$ cat config.mk
export PLATFORM = sky130hd
export DESIGN_NAME = bloom_ctrl
export DESIGN_NICKNAME = d
export VERILOG_FILES = /design/src/rtl/bloom_ctrl.sv
export SDC_FILE = /design/constraint.sdc
export NUM_CORES = 1
export LEC_CHECK = 0
export ABC_AREA = 1
export CAP_MARGIN = 0
export CORE_ASPECT_RATIO = 0.9
export CORE_MARGIN = 2
export CORE_UTILIZATION = 48
export CTS_CLUSTER_DIAMETER = 60
export CTS_CLUSTER_SIZE = 8
export DETAILED_ROUTE_END_ITERATION = 12
export PLACE_DENSITY = 0.85
export SYNTH_ARGS = -nofsm -noshare
export SYNTH_HDL_FRONTEND = slang
export SYNTH_SLANG_ARGS = --single-unit
export TNS_END_PERCENT = 30
$ cat constraint.sdc
create_clock -name clk_i -period 4 [get_ports clk_i]
set_input_delay 0.6 -clock clk_i [delete_from_list [all_inputs] [get_ports clk_i]]
set_output_delay 0.6 -clock clk_i [all_outputs]
set_load 0.1 [all_outputs]
$ cat src/rtl/bloom_ctrl.sv
// bloom_ctrl: round-robin arbiter and sequencer in front of a Bloom filter.
// Two requesters share one filter. The block grants one transaction at a
// time, waits out the comparator latency, returns a per-requester response,
// owns filter clearing and tracks insert occupancy.
module bloom_ctrl #(
  parameter int DataWidth    = 9,
  parameter int CheckLatency = 2,
  parameter int MaxInserts   = 16,
  parameter int ClearCycles  = 2
) (
  input  logic                              clk_i,
  input  logic                              rst_ni,
  input  logic [1:0]                        req_i,
  input  logic [1:0]                        op_i,
  input  logic [DataWidth-1:0]              data0_i,
  input  logic [DataWidth-1:0]              data1_i,
  output logic [1:0]                        gnt_o,
  output logic [1:0]                        rsp_valid_o,
  output logic                              rsp_match_o,
  output logic                              rsp_err_o,
  input  logic                              clear_req_i,
  output logic                              clear_done_o,
  output logic                              bf_insert_o,
  output logic                              bf_check_o,
  output logic [DataWidth-1:0]              bf_data_o,
  output logic                              bf_reset_o,
  input  logic                              bf_match_i,
  output logic [$clog2(MaxInserts+1)-1:0]   count_o,
  output logic                              full_o,
  output logic                              busy_o
);

  localparam int CntW  = $clog2(MaxInserts + 1);
  localparam int WaitW = (CheckLatency > 1) ? $clog2(CheckLatency) : 1;
  localparam int ClrW  = $clog2(ClearCycles + 1);

  typedef enum logic [2:0] {
    S_CLEAR,
    S_IDLE,
    S_ISSUE,
    S_WAIT,
    S_RESP
  } state_t;

  state_t               state_q, state_d;
  logic [ClrW-1:0]      clr_cnt_q;
  logic [WaitW-1:0]     wait_q;
  logic                 pend_q;
  logic                 ptr_q;
  logic                 sel_q;
  logic                 op_q;
  logic [DataWidth-1:0] data_q;
  logic                 match_q;
  logic                 err_q;
  logic [CntW-1:0]      count_q;
  logic                 done_q;
  logic                 sel;
  logic                 clear_now;

  // A clear request seen now or latched earlier wins over any new grant.
  assign clear_now = pend_q | clear_req_i;

  // Round-robin pick: the pointer only breaks ties when both request.
  assign sel = (req_i == 2'b11) ? ptr_q : req_i[1];

  // Next-state decode and the combinational grant pulse.
  always_comb begin
    state_d = state_q;
    gnt_o   = 2'b00;
    case (state_q)
      S_CLEAR: if (clr_cnt_q == ClrW'(1)) state_d = S_IDLE;
      S_IDLE: begin
        if (clear_now) begin
          state_d = S_CLEAR;
        end else if (req_i != 2'b00) begin
          gnt_o   = sel ? 2'b10 : 2'b01;
          state_d = S_ISSUE;
        end
      end
      S_ISSUE: state_d = op_q ? S_RESP : S_WAIT;
      S_WAIT:  if (wait_q == '0) state_d = S_RESP;
      S_RESP:  state_d = S_IDLE;
      default: state_d = S_CLEAR;
    endcase
  end

  // State, transaction capture, occupancy and clear bookkeeping.
  always_ff @(posedge clk_i or negedge rst_ni) begin
    if (!rst_ni) begin
      state_q   <= S_CLEAR;
      clr_cnt_q <= ClrW'(ClearCycles);
      wait_q    <= '0;
      pend_q    <= 1'b0;
      ptr_q     <= 1'b0;
      sel_q     <= 1'b0;
      op_q      <= 1'b0;
      data_q    <= '0;
      match_q   <= 1'b0;
      err_q     <= 1'b0;
      count_q   <= '0;
      done_q    <= 1'b0;
    end else begin
      state_q <= state_d;
      done_q  <= (state_q == S_CLEAR) && (state_d == S_IDLE);

      if (state_q != S_CLEAR && state_d == S_CLEAR)
        clr_cnt_q <= ClrW'(ClearCycles);
      else if (state_q == S_CLEAR)
        clr_cnt_q <= clr_cnt_q - 1'b1;

      if (state_q == S_IDLE && state_d == S_CLEAR)
        pend_q <= 1'b0;
      else if (clear_req_i && state_q != S_IDLE && state_q != S_CLEAR)
        pend_q <= 1'b1;

      if (gnt_o != 2'b00) begin
        sel_q  <= sel;
        op_q   <= op_i[sel];
        data_q <= sel ? data1_i : data0_i;
        if (req_i == 2'b11) ptr_q <= ~sel;
      end

      case (state_q)
        S_CLEAR: count_q <= '0;
        S_ISSUE: begin
          if (op_q) begin
            match_q <= 1'b0;
            err_q   <= full_o;
            if (!full_o) count_q <= count_q + 1'b1;
          end else begin
            err_q  <= 1'b0;
            wait_q <= WaitW'(CheckLatency - 1);
          end
        end
        S_WAIT: begin
          wait_q <= wait_q - 1'b1;
          if (wait_q == '0) match_q <= bf_match_i;
        end
        default: ;
      endcase
    end
  end

  assign bf_reset_o   = (state_q == S_CLEAR);
  assign busy_o       = (state_q != S_IDLE);
  assign bf_insert_o  = (state_q == S_ISSUE) && op_q && !full_o;
  assign bf_check_o   = (state_q == S_ISSUE) && !op_q;
  assign bf_data_o    = data_q;
  assign rsp_valid_o  = (state_q == S_RESP) ? (sel_q ? 2'b10 : 2'b01) : 2'b00;
  assign rsp_match_o  = (state_q == S_RESP) && match_q;
  assign rsp_err_o    = (state_q == S_RESP) && err_q;
  assign clear_done_o = done_q;
  assign count_o      = (state_q == S_CLEAR) ? '0 : count_q;
  assign full_o       = (count_o == CntW'(MaxInserts));

endmodule
# Word level (Yosys, flattened, before mapping)
# Cells that the tools add are included.
dict set report word_totals {
  register_bits 27
  inputBits 26
  output_inout_bits 26
  word_cells 86
}
dict set report classes {
  n_addsub 3
  magnitude_cmp 1
  eq_ne 13
  n_mux 30
  bitwise_logic 2
  reduce_logical 25
}
# operator n
set op_table {}
lappend op_table {{2-bit two-way mux} 8}
lappend op_table {{3-bit two-way mux} 5}
lappend op_table {{5-bit two-way mux} 3}
lappend op_table {{3-bit one-hot mux with 5 select lines} 1}
lappend op_table {{2-bit nonzero test} 6}
lappend op_table {{1-bit logical AND} 10}
lappend op_table {{5-bit one-hot mux with 2 select lines} 1}
lappend op_table {{1-bit two-way mux} 9}
lappend op_table {{9-bit two-way mux} 1}
lappend op_table {{2-bit inequality test, second input constant} 4}
lappend op_table {{3-bit by 1-bit == test with 1-bit output, second input constant} 2}
lappend op_table {{3-bit by 2-bit == test with 1-bit output, second input constant} 2}
lappend op_table {{3-bit logical NOT} 2}
lappend op_table {{3-bit AND reduction} 2}
lappend op_table {{5-bit by 1-bit adder with 5-bit output, second input constant} 1}
lappend op_table {{5-bit == test, second input constant} 1}
lappend op_table {{1-bit one-hot mux with 2 select lines} 2}
lappend op_table {{2-bit AND reduction} 2}
lappend op_table {{3-bit == test, second input constant} 1}
lappend op_table {{3-bit by 1-bit inequality test with 1-bit output, second input constant} 1}
lappend op_table {{3-bit nonzero test} 1}
lappend op_table {{2-bit by 1-bit == test with 1-bit output, second input constant} 1}
lappend op_table {{2-bit == test, second input constant} 1}
lappend op_table {{1-bit logical NOT} 2}
lappend op_table {{other kinds (5)} 5}

# Logic depth before layout (Yosys ltp)
dict set report depth {
  ltp_word 8
  mapped_depth 10
  ltp_nobuf 10
}

# Worst setup path before layout
# Ideal clock, no wire load.
dict set report synth_timing {
  path_kind {register to output}
  start {reg state_q[2]}
  end {out gnt_o[1]}
  t_arrival_ns 2.732
  required_ns 3.400
  path_slack_ns 0.668
  stages_incl_launch_ff 6
  n_path_buf 0
  path_cell_list {dfrtp_1 > inv_2 > nand3_2 > nor2_4 > nand2_2 > nor2_1}
}
dict set report synth_between {
  elab_chain_len 2
}
# element line_no
set synth_rtl {}
lappend synth_rtl {{from (decl)} 45} ;# state_t state_q, state_d;
lappend synth_rtl {{from (signal assigned)} 103} ;# state_q <= state_d;
lappend synth_rtl {{3-bit by 1-bit == test with 1-bit output} 70} ;# case (state_q)
lappend synth_rtl {{2-bit two-way mux} 70}
lappend synth_rtl {{to (decl)} 17} ;# output logic [1:0] gnt_o,
# No other way between the ends.

# Worst setup path in the final report
dict set report layout_timing {
  start {reg state_q[0]}
  end {out rsp_valid_o[0]}
}
dict set report layout_between {
  elab_chain_len 2
}
# element line_no
set layout_rtl {}
lappend layout_rtl {{3-bit == test} 149} ;# assign rsp_valid_o = (state_q == S_RESP) ? (sel_q ? 2'b10 : 2'b01) : 2'b00;
lappend layout_rtl {{2-bit two-way mux} 149}
lappend layout_rtl {{to (decl)} 18} ;# output logic [1:0] rsp_valid_o,
# No other way between the ends.

==> flow_metrics.tcl <==
set metrics [dict create \
    vias 1288 \
    slew_headroom_pct 33.3 \
    synth.cell_area_sq_mm 0.00145 \
    instances_no_fill 269 \
    ir_drop_mv 0.784 \
    post_cts_buffers 0 \
    cp.required_ns 3.40 \
    die_width_um 62.0 \
    nets 258 \
    synthArstFlopShare_pct 100 \
    clock_path_buffers 2 \
    crit_type "flip-flop to output pin" \
    seqPwrFrac_pct 26.9 \
    p_int_uw 698 \
    ant_nets 0 \
    setup_ws_ns 0.912 \
    hold_violations 0 \
    route.met2.wl_um 1400 \
    viasPerCell 4.79 \
    seq_area_frac_synth_pct 46.6 \
    grt_first_pass_wirelength_um 5290 \
    p_leak_nw 0.920 \
    p_sw_mw 1.01 \
    io_pins 52 \
    grt_overflow 0 \
    max_stage_delay_ns 1.13 \
    synthDistinctLibCells 30 \
    grt_max_degree 28 \
    fillCellCount 242 \
    place_hpwl_um 2420 \
    drc 0 \
    drv_slew 0 \
    area_growth_pct 39.1 \
    syn_nets 205 \
    drt-met1-wl_um 1430 \
    die-area_sq_mm 0.00348 \
    endpoint_kind "output pin" \
    crit_fanout 4 \
    p_clk_share_pct 7.2 \
    path_delay_family "buffers and inverters" \
    track_usage_pct 20.0 \
    ctsResizeCount 0 \
    wl_met3_um 213 \
    top_layer_used "met4" \
    grt_pass1_vias 1202 \
    syn_inst 177 \
    cp_common_cell "inv_1" \
    diodes 0 \
    worstPathArrival_ns 2.49 \
    antenna_found_initial 0 \
    combinationalPowerShare_pct 65.9 \
    setup_viol 0 \
    startpoint_type "flip-flop" \
    cts_tree "yes" \
    worst_skew_pair.late_latency_ns 0.32 \
    wl_per_cell_um 11.4 \
    ys.flop_type "dfrtp_1" \
    final_cell_mix "48 x clkdlybuf4s50_1, 34 x nand2_1, 26 x dfrtp_1" \
    num_rows 18 \
    fin_crit_ns 3.09 \
    dp_worst_setup_slack_ns 1.22 \
    critPathBufInv 3 \
    syn_area_per_cell_sq_um 8.20 \
    core_region_area_sq_mm 0.00282 \
    rsz0062_at_grt "false" \
    io_buffers 51 \
    path_cells "inv_1, nand2_2, inv_1, nand2_1, nor2_1, clkdlybuf4s50_1" \
    status "finished clean" \
    dp.cells 265 \
    htreeDepth 1 \
    dr.pass1.iters 4 \
    die_height_um 56.2 \
    hold_class "flip-flop to flip-flop" \
    drv_cap 0 \
    cts.sinks 27 \
    crit_slowest_cell "clkdlybuf4s50_1" \
    start_util_pct 51.6 \
    wl_um 3060 \
    gp_congestion 0.795 \
    layout-drive-gt1-share_pct 14.4 \
    max_freq_mhz 324 \
    swShare_pct 59.0 \
    synth_edf_count 0 \
    fin_skew_ns 0.00829 \
    tightest_slew_ns 0.998 \
    cts.clk_slew.worst_paths_ns 0.15 \
    cts_hold_buf 0 \
    ys_ff_latch 27 \
    power_density_mw_per_mm2 844 \
    hold_ws_ns 0.492 \
    drt_iter0_drc 92 \
    final_common_cell "clkdlybuf4s50_1" \
    period_share_pct 77.2 \
    fin_tns_setup_ns 0 \
    cts-buffers-inserted 3 \
    ys_warn_count 0 \
    clockRootBuffer "clkbuf_4" \
]
==> cells by family (layout without fill, tap and decap cells) <==
logic type / after synthesis / count (layout) / synth area share, %
compound gates: 25 / 25 / 10.1
simple gates: 89 / 89 / 31.1
flops: 27 / 27 / 46.6
fa+ha+maj: 2 / 2 / 1.72
xor+xnor: 3 / 3 / 1.81
buf+inv: 31 / 83 / 8.62
==> registers in the layout (all words and copies together) (netlist names), 2 cells and up <==
name       cells
state_q        3
bf_data_o      9
clr_cnt_q      2
count_q        5
==> tightest hold or removal path, cell delays in order, from the launching register on <==
cell and delay, ns:
dfrtp_1 0.38, nand2_1 0.05, nand2_1 0.04
==> cell type report <==
class | count | area, sq um | area share [%]
Inverter | 27 | 101 | 5.02
Multi-Input combinational cell | 119 | 649 | 32.2
Clock buffer | 3 | 22.5 | 1.12
Clock inverter | 1 | 7.51 | 0.372
Timing Repair Buffer | 52 | 510 | 25.3
Sequential cell | 27 | 677 | 33.5
Tap cell | 40 | 50.0 | 2.48
==> power groups by stage <==
stage,Clock [mW],Sequential (mW),Combinational (mW)
2_1_floorplan,0,0.807,0.534
3_3_place_gp,0,0.460,1.12
3_5_place_dp,0,0.461,1.13
4_1_cts,0.125,0.458,1.13
5_1_grt,0.135,0.472,1.20
6_report,0.122,0.459,1.12
==> stage by stage <==
step	power [mW]	area (sq um)	utilization [%]
floorplan	1.34	1450	-
global placement	1.58	1990	70.6
detailed placement	1.59	1990	70.6
CTS	1.71	2020	71.7
global route	1.81	2020	71.7
finish	1.70	2020	71.7
==> worst paths after layout <==
check / depth (start not counted) / slack, ns / to / start
max: 6 / 0.91 / rsp_valid_o[0] / state_q[0]
min: 2 / 0.49 / pend_q / pend_q
max reg2reg: 7 / 2.44 / bf_data_o[3] / state_q[2]
min reg2reg: 2 / 0.49 / pend_q / pend_q
max in group asynchronous: 2 / 3.08 / clr_cnt_q[1] / rst_ni
min in group asynchronous: 2 / 0.63 / err_q / rst_ni
==> routing by layer <==
layer  global-route usage [%]  vias up
met2                     30.8       47
li1                         -      666
met3                     5.81        2
met5                        0        -
met1                     28.0      573
met4                     3.65        0
==> synthesized netlist by cell type, drive strengths merged, types with 2 or more instances <==
library cell | count | area, sq um
clkbuf | 2 | 7.51
o21ai | 10 | 53.8
inv | 27 | 101
nand3 | 12 | 87.6
xor2 | 3 | 26.3
ha | 2 | 25.0
buf | 2 | 16.3
a21oi | 2 | 10.0
or2 | 2 | 12.5
nor2 | 32 | 163
dfrtp | 26 | 651
nand2 | 40 | 170
a31oi | 11 | 68.8
Note: power is estimated with default switching activity, not from simulation.
